**config.mk**
```make
export PLATFORM = sky130hd
export DESIGN_NAME = k10_clint_flat
export DESIGN_NICKNAME = d
export VERILOG_FILES = /design/src/rtl/k10_clint_if.sv /design/src/rtl/k10_clint.sv /design/src/flat_wrapper.sv
export SDC_FILE = /design/constraint.sdc
export NUM_CORES = 1
export LEC_CHECK = 0
export CAP_MARGIN = 20
export CELL_PAD_IN_SITES_DETAIL_PLACEMENT = 1
export CELL_PAD_IN_SITES_GLOBAL_PLACEMENT = 1
export CORE_MARGIN = 2
export CORE_UTILIZATION = 39
export DETAILED_ROUTE_END_ITERATION = 10
export PLACE_DENSITY = 0.83
export SYNTH_ARGS = -nofsm -noshare
export SYNTH_HDL_FRONTEND = slang
export SYNTH_SLANG_ARGS = --single-unit
```
**constraint.sdc**
```tcl
create_clock -name i_clk -period 2.96 [get_ports i_clk]
set_input_delay 0.296 -clock i_clk [delete_from_list [all_inputs] [get_ports i_clk]]
set_output_delay 0.296 -clock i_clk [all_outputs]
set_load 0.01 [all_outputs]
```
**src/rtl/k10_clint_if.sv**
```systemverilog
// AXI4-Lite bundle between the K10 peripheral initiator and the CLINT responder.
// Signal names keep their responder-side direction prefix so both ends read the same.
interface k10_clint_if;
   logic [31:0] i_awaddr;
   logic [2:0]  i_awprot;
   logic        i_awvalid;
   logic        o_awready;
   logic [31:0] i_wdata;
   logic [3:0]  i_wstrb;
   logic        i_wvalid;
   logic        o_wready;
   logic [1:0]  o_bresp;
   logic        o_bvalid;
   logic        i_bready;
   logic [31:0] i_araddr;
   logic [2:0]  i_arprot;
   logic        i_arvalid;
   logic        o_arready;
   logic [31:0] o_rdata;
   logic [1:0]  o_rresp;
   logic        o_rvalid;
   logic        i_rready;

   modport slave (
      input  i_awaddr, i_awprot, i_awvalid, output o_awready,
      input  i_wdata, i_wstrb, i_wvalid,    output o_wready,
      output o_bresp, o_bvalid,             input  i_bready,
      input  i_araddr, i_arprot, i_arvalid, output o_arready,
      output o_rdata, o_rresp, o_rvalid,    input  i_rready
   );

   modport master (
      output i_awaddr, i_awprot, i_awvalid, input  o_awready,
      output i_wdata, i_wstrb, i_wvalid,    input  o_wready,
      input  o_bresp, o_bvalid,             output i_bready,
      output i_araddr, i_arprot, i_arvalid, input  o_arready,
      input  o_rdata, o_rresp, o_rvalid,    output i_rready
   );
endinterface

```
**src/rtl/k10_clint.sv**
```systemverilog
// K10 CLINT: AXI4-Lite responder holding mtime, mtimecmp and msip, driving the
// core's timer and software interrupt lines.
module k10_clint #(
   parameter int TICK_DIV   = 1,
   parameter int ADDR_LSB_W = 5
) (
   input  logic        i_clk,
   input  logic        i_rst,
   k10_clint_if.slave  bus,
   output logic [63:0] o_mtime,
   output logic        o_timer_irq,
   output logic        o_sw_irq
);
   localparam int         PSC_W       = (TICK_DIV > 1) ? $clog2(TICK_DIV) : 1;
   localparam logic [1:0] RESP_OKAY   = 2'b00;
   localparam logic [1:0] RESP_SLVERR = 2'b10;

   typedef enum logic [2:0] {
      REG_MSIP, REG_CMP_LO, REG_CMP_HI, REG_MT_LO, REG_MT_HI, REG_NONE
   } reg_sel_e;

   function automatic reg_sel_e decode(input logic [ADDR_LSB_W-1:0] off);
      reg_sel_e sel;
      sel = REG_NONE;
      if (off[1:0] == 2'b00) begin
         case (off)
            ADDR_LSB_W'('h00): sel = REG_MSIP;
            ADDR_LSB_W'('h08): sel = REG_CMP_LO;
            ADDR_LSB_W'('h0C): sel = REG_CMP_HI;
            ADDR_LSB_W'('h10): sel = REG_MT_LO;
            ADDR_LSB_W'('h14): sel = REG_MT_HI;
            default:           sel = REG_NONE;
         endcase
      end
      return sel;
   endfunction

   function automatic logic [31:0] merge(input logic [31:0] old_v, input logic [31:0] new_v,
                                         input logic [3:0] strb);
      logic [31:0] v;
      for (int b = 0; b < 4; b++) v[8*b +: 8] = strb[b] ? new_v[8*b +: 8] : old_v[8*b +: 8];
      return v;
   endfunction

   // register file
   logic [63:0]      r_mtime;
   logic [63:0]      r_mtimecmp;
   logic             r_msip;
   logic [PSC_W-1:0] r_psc;
   logic             r_timer_irq;

   // write channel state
   logic                  r_aw_held;
   logic                  r_w_held;
   logic [ADDR_LSB_W-1:0] r_awaddr;
   logic [31:0]           r_wdata;
   logic [3:0]            r_wstrb;
   logic                  r_bvalid;
   logic [1:0]            r_bresp;

   // read channel state
   logic        r_rvalid;
   logic [1:0]  r_rresp;
   logic [31:0] r_rdata;

   logic                  w_awready, w_wready, w_arready;
   logic                  w_aw_hs, w_w_hs, w_ar_hs, w_commit;
   logic [ADDR_LSB_W-1:0] w_wr_addr;
   logic [31:0]           w_wr_data;
   logic [3:0]            w_wr_strb;
   reg_sel_e              w_wr_sel, w_rd_sel;
   logic [31:0]           w_rd_val;
   logic                  w_tick;
   logic                  w_we_msip, w_we_cmp_lo, w_we_cmp_hi, w_we_mt_lo, w_we_mt_hi;
   logic                  w_unused;

   // Base selection happens upstream; protection bits carry no meaning here.
   assign w_unused = ^{bus.i_awprot, bus.i_arprot,
                       bus.i_awaddr[31:ADDR_LSB_W], bus.i_araddr[31:ADDR_LSB_W]};

   assign w_awready = !r_aw_held && !r_bvalid;
   assign w_wready  = !r_w_held && !r_bvalid;
   assign w_arready = !r_rvalid;
   assign w_aw_hs   = bus.i_awvalid && w_awready;
   assign w_w_hs    = bus.i_wvalid && w_wready;
   assign w_ar_hs   = bus.i_arvalid && w_arready;

   // A commit needs one address and one data beat, each either parked or arriving now.
   assign w_commit  = (r_aw_held || w_aw_hs) && (r_w_held || w_w_hs);
   assign w_wr_addr = r_aw_held ? r_awaddr : bus.i_awaddr[ADDR_LSB_W-1:0];
   assign w_wr_data = r_w_held ? r_wdata : bus.i_wdata;
   assign w_wr_strb = r_w_held ? r_wstrb : bus.i_wstrb;
   assign w_wr_sel  = decode(w_wr_addr);
   assign w_rd_sel  = decode(bus.i_araddr[ADDR_LSB_W-1:0]);

   assign w_we_msip   = w_commit && (w_wr_sel == REG_MSIP);
   assign w_we_cmp_lo = w_commit && (w_wr_sel == REG_CMP_LO);
   assign w_we_cmp_hi = w_commit && (w_wr_sel == REG_CMP_HI);
   assign w_we_mt_lo  = w_commit && (w_wr_sel == REG_MT_LO);
   assign w_we_mt_hi  = w_commit && (w_wr_sel == REG_MT_HI);

   assign w_tick = (r_psc == PSC_W'(TICK_DIV - 1));

   always_comb begin
      w_rd_val = '0;
      case (w_rd_sel)
         REG_MSIP:   w_rd_val = {31'd0, r_msip};
         REG_CMP_LO: w_rd_val = r_mtimecmp[31:0];
         REG_CMP_HI: w_rd_val = r_mtimecmp[63:32];
         REG_MT_LO:  w_rd_val = r_mtime[31:0];
         REG_MT_HI:  w_rd_val = r_mtime[63:32];
         default:    w_rd_val = '0;
      endcase
   end

   always_ff @(posedge i_clk) begin
      if (i_rst) begin
         r_aw_held <= 1'b0;
         r_w_held  <= 1'b0;
         r_awaddr  <= '0;
         r_wdata   <= '0;
         r_wstrb   <= '0;
         r_bvalid  <= 1'b0;
         r_bresp   <= RESP_OKAY;
      end else if (w_commit) begin
         r_aw_held <= 1'b0;
         r_w_held  <= 1'b0;
         r_bvalid  <= 1'b1;
         r_bresp   <= (w_wr_sel == REG_NONE) ? RESP_SLVERR : RESP_OKAY;
      end else begin
         if (w_aw_hs) begin
            r_aw_held <= 1'b1;
            r_awaddr  <= bus.i_awaddr[ADDR_LSB_W-1:0];
         end
         if (w_w_hs) begin
            r_w_held <= 1'b1;
            r_wdata  <= bus.i_wdata;
            r_wstrb  <= bus.i_wstrb;
         end
         if (r_bvalid && bus.i_bready) r_bvalid <= 1'b0;
      end
   end

   // Read data is captured from pre-update register values, so a same-cycle
   // write to the same register is not visible to this read.
   always_ff @(posedge i_clk) begin
      if (i_rst) begin
         r_rvalid <= 1'b0;
         r_rdata  <= '0;
         r_rresp  <= RESP_OKAY;
      end else if (w_ar_hs) begin
         r_rvalid <= 1'b1;
         r_rdata  <= w_rd_val;
         r_rresp  <= (w_rd_sel == REG_NONE) ? RESP_SLVERR : RESP_OKAY;
      end else if (r_rvalid && bus.i_rready) begin
         r_rvalid <= 1'b0;
      end
   end

   // A software write to either mtime half suppresses that cycle's increment;
   // the prescaler keeps its phase regardless.
   always_ff @(posedge i_clk) begin
      if (i_rst) begin
         r_psc   <= '0;
         r_mtime <= '0;
      end else begin
         r_psc <= w_tick ? '0 : r_psc + 1'b1;
         if (w_we_mt_lo)      r_mtime[31:0]  <= merge(r_mtime[31:0], w_wr_data, w_wr_strb);
         else if (w_we_mt_hi) r_mtime[63:32] <= merge(r_mtime[63:32], w_wr_data, w_wr_strb);
         else if (w_tick)     r_mtime        <= r_mtime + 64'd1;
      end
   end

   always_ff @(posedge i_clk) begin
      if (i_rst) begin
         r_mtimecmp  <= '1;
         r_msip      <= 1'b0;
         r_timer_irq <= 1'b0;
      end else begin
         if (w_we_cmp_lo) r_mtimecmp[31:0]  <= merge(r_mtimecmp[31:0], w_wr_data, w_wr_strb);
         if (w_we_cmp_hi) r_mtimecmp[63:32] <= merge(r_mtimecmp[63:32], w_wr_data, w_wr_strb);
         if (w_we_msip && w_wr_strb[0]) r_msip <= w_wr_data[0];
         r_timer_irq <= (r_mtime >= r_mtimecmp);
      end
   end

   assign bus.o_awready = w_awready;
   assign bus.o_wready  = w_wready;
   assign bus.o_bvalid  = r_bvalid;
   assign bus.o_bresp   = r_bresp;
   assign bus.o_arready = w_arready;
   assign bus.o_rvalid  = r_rvalid;
   assign bus.o_rdata   = r_rdata;
   assign bus.o_rresp   = r_rresp;

   assign o_mtime     = r_mtime;
   assign o_timer_irq = r_timer_irq;
   assign o_sw_irq    = r_msip;
endmodule

```
**src/flat_wrapper.sv**
```systemverilog
// flat-port wrapper written by rule: the top's interface ports become plain ports
module k10_clint_flat 
#(
   parameter int TICK_DIV   = 1,
   parameter int ADDR_LSB_W = 5
)
  (i_clk, i_rst, o_mtime, o_timer_irq, o_sw_irq, bus_i_awaddr, bus_i_awprot, bus_i_awvalid, bus_o_awready, bus_i_wdata, bus_i_wstrb, bus_i_wvalid, bus_o_wready, bus_o_bresp, bus_o_bvalid, bus_i_bready, bus_i_araddr, bus_i_arprot, bus_i_arvalid, bus_o_arready, bus_o_rdata, bus_o_rresp, bus_o_rvalid, bus_i_rready);
  k10_clint_if bus_i ();
  input  logic i_clk;
  input  logic i_rst;
  output logic [63:0] o_mtime;
  output logic o_timer_irq;
  output logic o_sw_irq;
  input wire logic [$bits(bus_i.i_awaddr)-1:0] bus_i_awaddr;
  input wire logic [$bits(bus_i.i_awprot)-1:0] bus_i_awprot;
  input wire logic [$bits(bus_i.i_awvalid)-1:0] bus_i_awvalid;
  output wire logic [$bits(bus_i.o_awready)-1:0] bus_o_awready;
  input wire logic [$bits(bus_i.i_wdata)-1:0] bus_i_wdata;
  input wire logic [$bits(bus_i.i_wstrb)-1:0] bus_i_wstrb;
  input wire logic [$bits(bus_i.i_wvalid)-1:0] bus_i_wvalid;
  output wire logic [$bits(bus_i.o_wready)-1:0] bus_o_wready;
  output wire logic [$bits(bus_i.o_bresp)-1:0] bus_o_bresp;
  output wire logic [$bits(bus_i.o_bvalid)-1:0] bus_o_bvalid;
  input wire logic [$bits(bus_i.i_bready)-1:0] bus_i_bready;
  input wire logic [$bits(bus_i.i_araddr)-1:0] bus_i_araddr;
  input wire logic [$bits(bus_i.i_arprot)-1:0] bus_i_arprot;
  input wire logic [$bits(bus_i.i_arvalid)-1:0] bus_i_arvalid;
  output wire logic [$bits(bus_i.o_arready)-1:0] bus_o_arready;
  output wire logic [$bits(bus_i.o_rdata)-1:0] bus_o_rdata;
  output wire logic [$bits(bus_i.o_rresp)-1:0] bus_o_rresp;
  output wire logic [$bits(bus_i.o_rvalid)-1:0] bus_o_rvalid;
  input wire logic [$bits(bus_i.i_rready)-1:0] bus_i_rready;
  assign bus_i.i_awaddr = bus_i_awaddr;
  assign bus_i.i_awprot = bus_i_awprot;
  assign bus_i.i_awvalid = bus_i_awvalid;
  assign bus_o_awready = bus_i.o_awready;
  assign bus_i.i_wdata = bus_i_wdata;
  assign bus_i.i_wstrb = bus_i_wstrb;
  assign bus_i.i_wvalid = bus_i_wvalid;
  assign bus_o_wready = bus_i.o_wready;
  assign bus_o_bresp = bus_i.o_bresp;
  assign bus_o_bvalid = bus_i.o_bvalid;
  assign bus_i.i_bready = bus_i_bready;
  assign bus_i.i_araddr = bus_i_araddr;
  assign bus_i.i_arprot = bus_i_arprot;
  assign bus_i.i_arvalid = bus_i_arvalid;
  assign bus_o_arready = bus_i.o_arready;
  assign bus_o_rdata = bus_i.o_rdata;
  assign bus_o_rresp = bus_i.o_rresp;
  assign bus_o_rvalid = bus_i.o_rvalid;
  assign bus_i.i_rready = bus_i_rready;
  k10_clint #(.TICK_DIV(TICK_DIV), .ADDR_LSB_W(ADDR_LSB_W)) u_core (.i_clk(i_clk), .i_rst(i_rst), .bus(bus_i), .o_mtime(o_mtime), .o_timer_irq(o_timer_irq), .o_sw_irq(o_sw_irq));
endmodule
```
# Yosys cells after proc, flatten, opt, wreduce, memory -nomap -nowiden
# Index checks and enable logic that the tools add are counted.
# classes
addsub	2
order_cmp	1
n_eq_ne	29
n_mux	22
bitwise	3
reduce_logical	48
# op_table
cell	count
case mux 32 bit (5 select lines)	1
2-to-1 mux 32 bit	4
adder 64 x 1 -> 64 bit (second input constant)	1
greater-or-equal comparator 64 bit	1
2-to-1 mux 64 bit	1
2-to-1 mux 8 bit	4
case mux 3 bit (5 select lines)	2
AND reduction 3 bit	8
equality test 5 x 4 -> 1 bit (second input constant)	4
equality test 5 bit (second input constant)	4
AND reduction 2 bit	10
!= test 2 x 1 -> 1 bit (second input constant)	9
logical AND 1 bit	14
equality test 3 x 2 -> 1 bit (second input constant)	4
equality test 3 bit (second input constant)	4
zero test 5 bit	2
equality test 3 x 1 -> 1 bit (second input constant)	2
zero test 3 bit	2
2-to-1 mux 3 bit	2
2-to-1 mux 5 bit	1
zero test 1 bit	4
zero test 2 bit	2
2-to-1 mux 1 bit	4
2-to-1 mux 2 bit	2
7 further kinds	13
# totals
register_bits	212
elab_cells	134

# Depth between registers and ports, before layout
# logic_depth
word_depth	8
ltp_mapped	11
ltp_nobuf	8

# Least setup slack after synthesis
# No wires, ideal clock.
# synth_timing
path_kind	register to register
startpoint	reg u_core.r_mtime[26], in the netlist u_core.o_mtime[26]
endpoint	reg u_core.r_mtime[61], in the netlist u_core.o_mtime[61]
setup_time_ns	0.119
arrival_time_ns	2.339
required_time_ns	2.841
slack_ns	0.502
stages_incl_launch_ff	8
n_path_buf	1
path_cell_list	dfxtp_1 nand3_2 or4_4 or4_4 buf_6 nor3_2 a32oi_1 o221a_1
# synth_between
elab_chain_cells	3
# synth_lines
element	line_no	source
start: declaration	k10_clint.sv:46	logic [63:0] r_mtime;
start signal: assignment	k10_clint.sv:168	if (w_we_mt_lo) r_mtime[31:0] <= merge(r_mtime[31:0], w_wr_data, w_wr_strb);
start signal: assignment	k10_clint.sv:170	else if (w_tick) r_mtime <= r_mtime + 64'd1;
adder 64 x 1 -> 64 bit	k10_clint.sv:170	
2-to-1 mux 64 bit	k10_clint.sv:170	
2-to-1 mux 32 bit	k10_clint.sv:169	else if (w_we_mt_hi) r_mtime[63:32] <= merge(r_mtime[63:32], w_wr_data, w_wr_strb);
# No other way between the ends. The select of a mux whose other input is x is not followed.
# A chain may end at the register's enable or synchronous reset.

# Final worst setup path
# layout_timing
startpoint	reg u_core.r_aw_held
endpoint	reg u_core.r_mtime[52], in the netlist u_core.o_mtime[52]
# layout_between
elab_chain_cells	8
# layout_lines
element	line_no	source
start: declaration	k10_clint.sv:53	logic r_aw_held;
start signal: assignment	k10_clint.sv:118	r_aw_held <= 1'b0;
start signal: assignment	k10_clint.sv:126	r_aw_held <= 1'b0;
start signal: assignment	k10_clint.sv:132	r_aw_held <= 1'b1;
2-to-1 mux 5 bit / zero test 1 bit (equally long branches)	k10_clint.sv:90, k10_clint.sv:81	
equality test 5 bit (tied with other cells)	k10_clint.sv:26	case (off)
case mux 3 bit (5 select lines) / logical AND 1 bit (equally long branches)	k10_clint.sv:26, k10_clint.sv:84	
2-to-1 mux 3 bit / logical OR 1 bit (equally long branches)	k10_clint.sv:25, k10_clint.sv:89	
equality test 3 bit (tied with other cells)	k10_clint.sv:100	assign w_we_mt_hi = w_commit && (w_wr_sel == REG_MT_HI);
logical AND 1 bit, on equally long branches	k10_clint.sv:100, k10_clint.sv:99	
!= test 2 x 1 -> 1 bit (no line) (tied with other cells)	--	
AND reduction 3 bit (no line)	--	
end signal: assignment	k10_clint.sv:169	
end signal: assignment	k10_clint.sv:170	
# Several ways; a longest one is shown, not always the timed one.

==> impl_metrics.json <==
{
  "rsz0062_at_grt": "false",
  "synth.avg_cell_area_um2": 7.66,
  "port_buffers": 157,
  "synthCells": 1599,
  "core.rowCount": 64,
  "area_delta_synth_final_pct": 28.9,
  "grt_pass1_wl_um": 78900,
  "grtUsageTotal_pct": 30.1,
  "avgViaCountPerCell": 6.14,
  "worst_setup_path_start_kind": "register",
  "netlist_top_cells_area": "dfxtp_1, a21oi_1, ha_1",
  "crit_type": "reg -> reg",
  "grt_overflow": 0,
  "final.setup_skew_ns": 0.0157,
  "ir_drop_mv": 0.375,
  "hpwl_um": 37400,
  "r2r_end": "u_core.o_mtime[52]$_SDFFE_PP0P_",
  "async_flop_share_pct": 0,
  "yosys_warnings": 0,
  "dp_worst_setup_slack_ns": -0.00116,
  "status": "complete, no violations",
  "clk_latency_ns": 0.54,
  "clockBufferDepth": 3,
  "hold_buffers": 0,
  "r2r_start": "u_core.r_aw_held$_SDFFE_PP0P_",
  "ys_types": 76,
  "switchingPower_mw": 1.90,
  "synth-main-ff-cell": "dfxtp_1",
  "crit_path_end_kind": "register",
  "holdPathStages": 2,
  "whs_endpoint": "u_core.bus.o_rdata[22]$_SDFFE_PP0P_",
  "clk_pin_slew_ns": 0.06,
  "max_freq_mhz": 359,
  "p_sw_share_pct": 26.9,
  "hold_violations": 0,
  "htree_levels": 1,
  "die_area_mm2": 0.0328,
  "p_int_mw": 5.18,
  "antenna_found_initial": 0,
  "crit_arrival_ns": 3.20,
  "p_per_area_mw_per_mm2": 449,
  "synth_area_leader_cell": "dfxtp_1",
  "slew_violations": 0,
  "cp_max_fo": 12,
  "wl_um": 50400,
  "hold_start": "i_rst",
  "relSlewSlack_pct": 45.1,
  "drc": 0,
  "layout.nets": 1984,
  "ctsRootBufferMaster": "clkbuf_16",
  "hold_class": "in -> reg",
  "routedWlPerCell_um": 22.7,
  "antenna_cells": 0,
  "drive_above_1_share_pct": 10.9,
  "grt_pass1_vias": 14200,
  "leakage_nw": 6.84,
  "critPathRequiredTime_ns": 3.38,
  "p_seq_share_pct": 41.5,
  "ios": 220,
  "drtPass1Iterations": 6,
  "cap_viol_max_count": 0,
  "comb_power_share_pct": 12.4,
  "final.period_utilization_pct": 94.1,
  "numCtsBuffers": 25,
  "die_h_um": 181,
  "clkPwrFrac_pct": 46.2,
  "setup_viol_count_final": 0,
  "syn_area_mm2": 0.0122,
  "ant_nets": 0,
  "rr_worst_depth": 8,
  "ys_ff_latch": 210,
  "vias": 13600,
  "initial_utilization_pct": 39.8,
  "drtIter0Drc": 902,
  "cts_tree": "done",
  "worst_slack_ns": 0.173,
  "dpl_cell_area_mm2": 0.0149,
  "layout_common_cells": "nand2_1, dfxtp_1, nor2_1",
  "core_mm2": 0.0307,
  "synth-edff-count": 0,
  "yosysSeqAreaShare_pct": 34.3,
  "grt_max_degree": 83,
  "cts.sinks": 210,
  "synth.top_cell.area_share_pct": 34.3,
  "regToRegSetupSlack_ns": 0.17,
  "die_w_um": 181,
  "finalInstanceArea_mm2": 0.0158,
  "tightest_slew_ns": 0.801,
  "place_congestion": 0.918,
  "period_minus_slack_ns": 2.79
}
worst max-delay path, stage by stage (launching register included):
cell and delay [ns]:
dfxtp_1 0.58, nor3b_1 0.44, o211ai_1 0.34, o21ai_1 0.26, buf_4 0.20, o211ai_1 0.10
buf_4 0.22, nand2b_1 0.26, o32ai_1 0.24
cell families after synthesis:
group	synth area share, %
adder cells (fa/ha/maj)	6.64
flip-flops	34.3
AND/OR/NAND/NOR	21.8
XOR/XNOR	0.143
AO/OA/AOI/OAI	24.5
buffers and inverters	6.11
multiplexers	6.44
other	0.0306
metrics by stage:
step	total power [mW]	cells	setup TNS, ns	utilization, %	hold slack [ns]
6_report	7.09	2221	0	51.3	0.162
3_3_place_gp	3.83	2175	0	48.5	0.438
5_1_grt	7.30	2221	0	51.3	0.161
3_5_place_dp	3.85	2175	-0.00116	48.5	0.447
4_1_cts	7.12	2221	0	51.3	0.144
2_1_floorplan	3.43	1601	0	-	0.432
synth_stat cells (19+ instances only):
cell type    n
nand2_1    209
a21oi_1    166
o21ai_0     78
nand3_1     47
inv_1       88
dfxtp_1    210
clkbuf_1    90
ha_1        65
nor3_1      34
o211ai_1    77
nand4_1     25
mux2i_1     72
nor2_1     178
a221oi_1    35
and3_1      19
layout make-up:
type                            count  area [um^2]
Timing Repair Buffer              284         2550
Sequential cell                   210         4210
Tap cell                          396          495
Inverter                           89          334
Clock buffer                       34          719
Multi-Input combinational cell   1196         7320
Fill cell                        3771        15000
Clock inverter                     12          145
layer usage:
layer  global-route usage, %  up-vias  wire (um)
met1                    36.9     6689      20500
met4                    14.6        0       2490
li1                        -     6220          -
met5                       0        -          0
met2                    51.2      566      23800
met3                    5.02      159       3580
power by group through the flow:
stage / registers, mW / clock network [mW] / logic (mW)
3_3_place_gp: 2.99 / 0 / 0.831
6_report: 2.94 / 3.27 / 0.876
5_1_grt: 2.94 / 3.43 / 0.932
2_1_floorplan: 3.00 / 0 / 0.428
4_1_cts: 2.94 / 3.32 / 0.861
3_5_place_dp: 3.00 / 0 / 0.854
how the worst max path moves through the flow:
stage	startpoint	end	slack, ns
finish	u_core.r_aw_held$_SDFFE_PP0P_	u_core.o_mtime[52]$_SDFFE_PP0P_	0.17
global route	u_core.r_aw_held$_SDFFE_PP0P_	u_core.o_mtime[55]$_SDFFE_PP0P_	0.004
floorplan	u_core.o_mtime[26]$_SDFFE_PP0P_	u_core.o_mtime[61]$_SDFFE_PP0P_	0.50
global placement	u_core.r_mtimecmp[11]$_SDFFE_PP1P_	u_core.o_timer_irq$_SDFF_PP0_	0.007
CTS	u_core.r_mtimecmp[11]$_SDFFE_PP1P_	u_core.o_timer_irq$_SDFF_PP0_	0.11
detailed placement	u_core.r_mtimecmp[11]$_SDFFE_PP1P_	u_core.o_timer_irq$_SDFF_PP0_	-0.001
registers in the layout (all words and copies together), names as in the netlist, 4 cells and up:
register / flops
u_core.o_mtime: 64
u_core.r_awaddr: 5
u_core.r_wstrb: 4
u_core.bus.o_rdata: 32
u_core.r_wdata: 32
u_core.r_mtimecmp: 64
what timing repair did:
| action | CTS | global route |
|---|---|---|
| setup buffers | 0 | 0 |
| endpoints found under the setup margin | 1 | 1 |
| gates resized for setup | 1 | 1 |
| cloned | 0 | 0 |
Power figures use the tool's default switching activity.
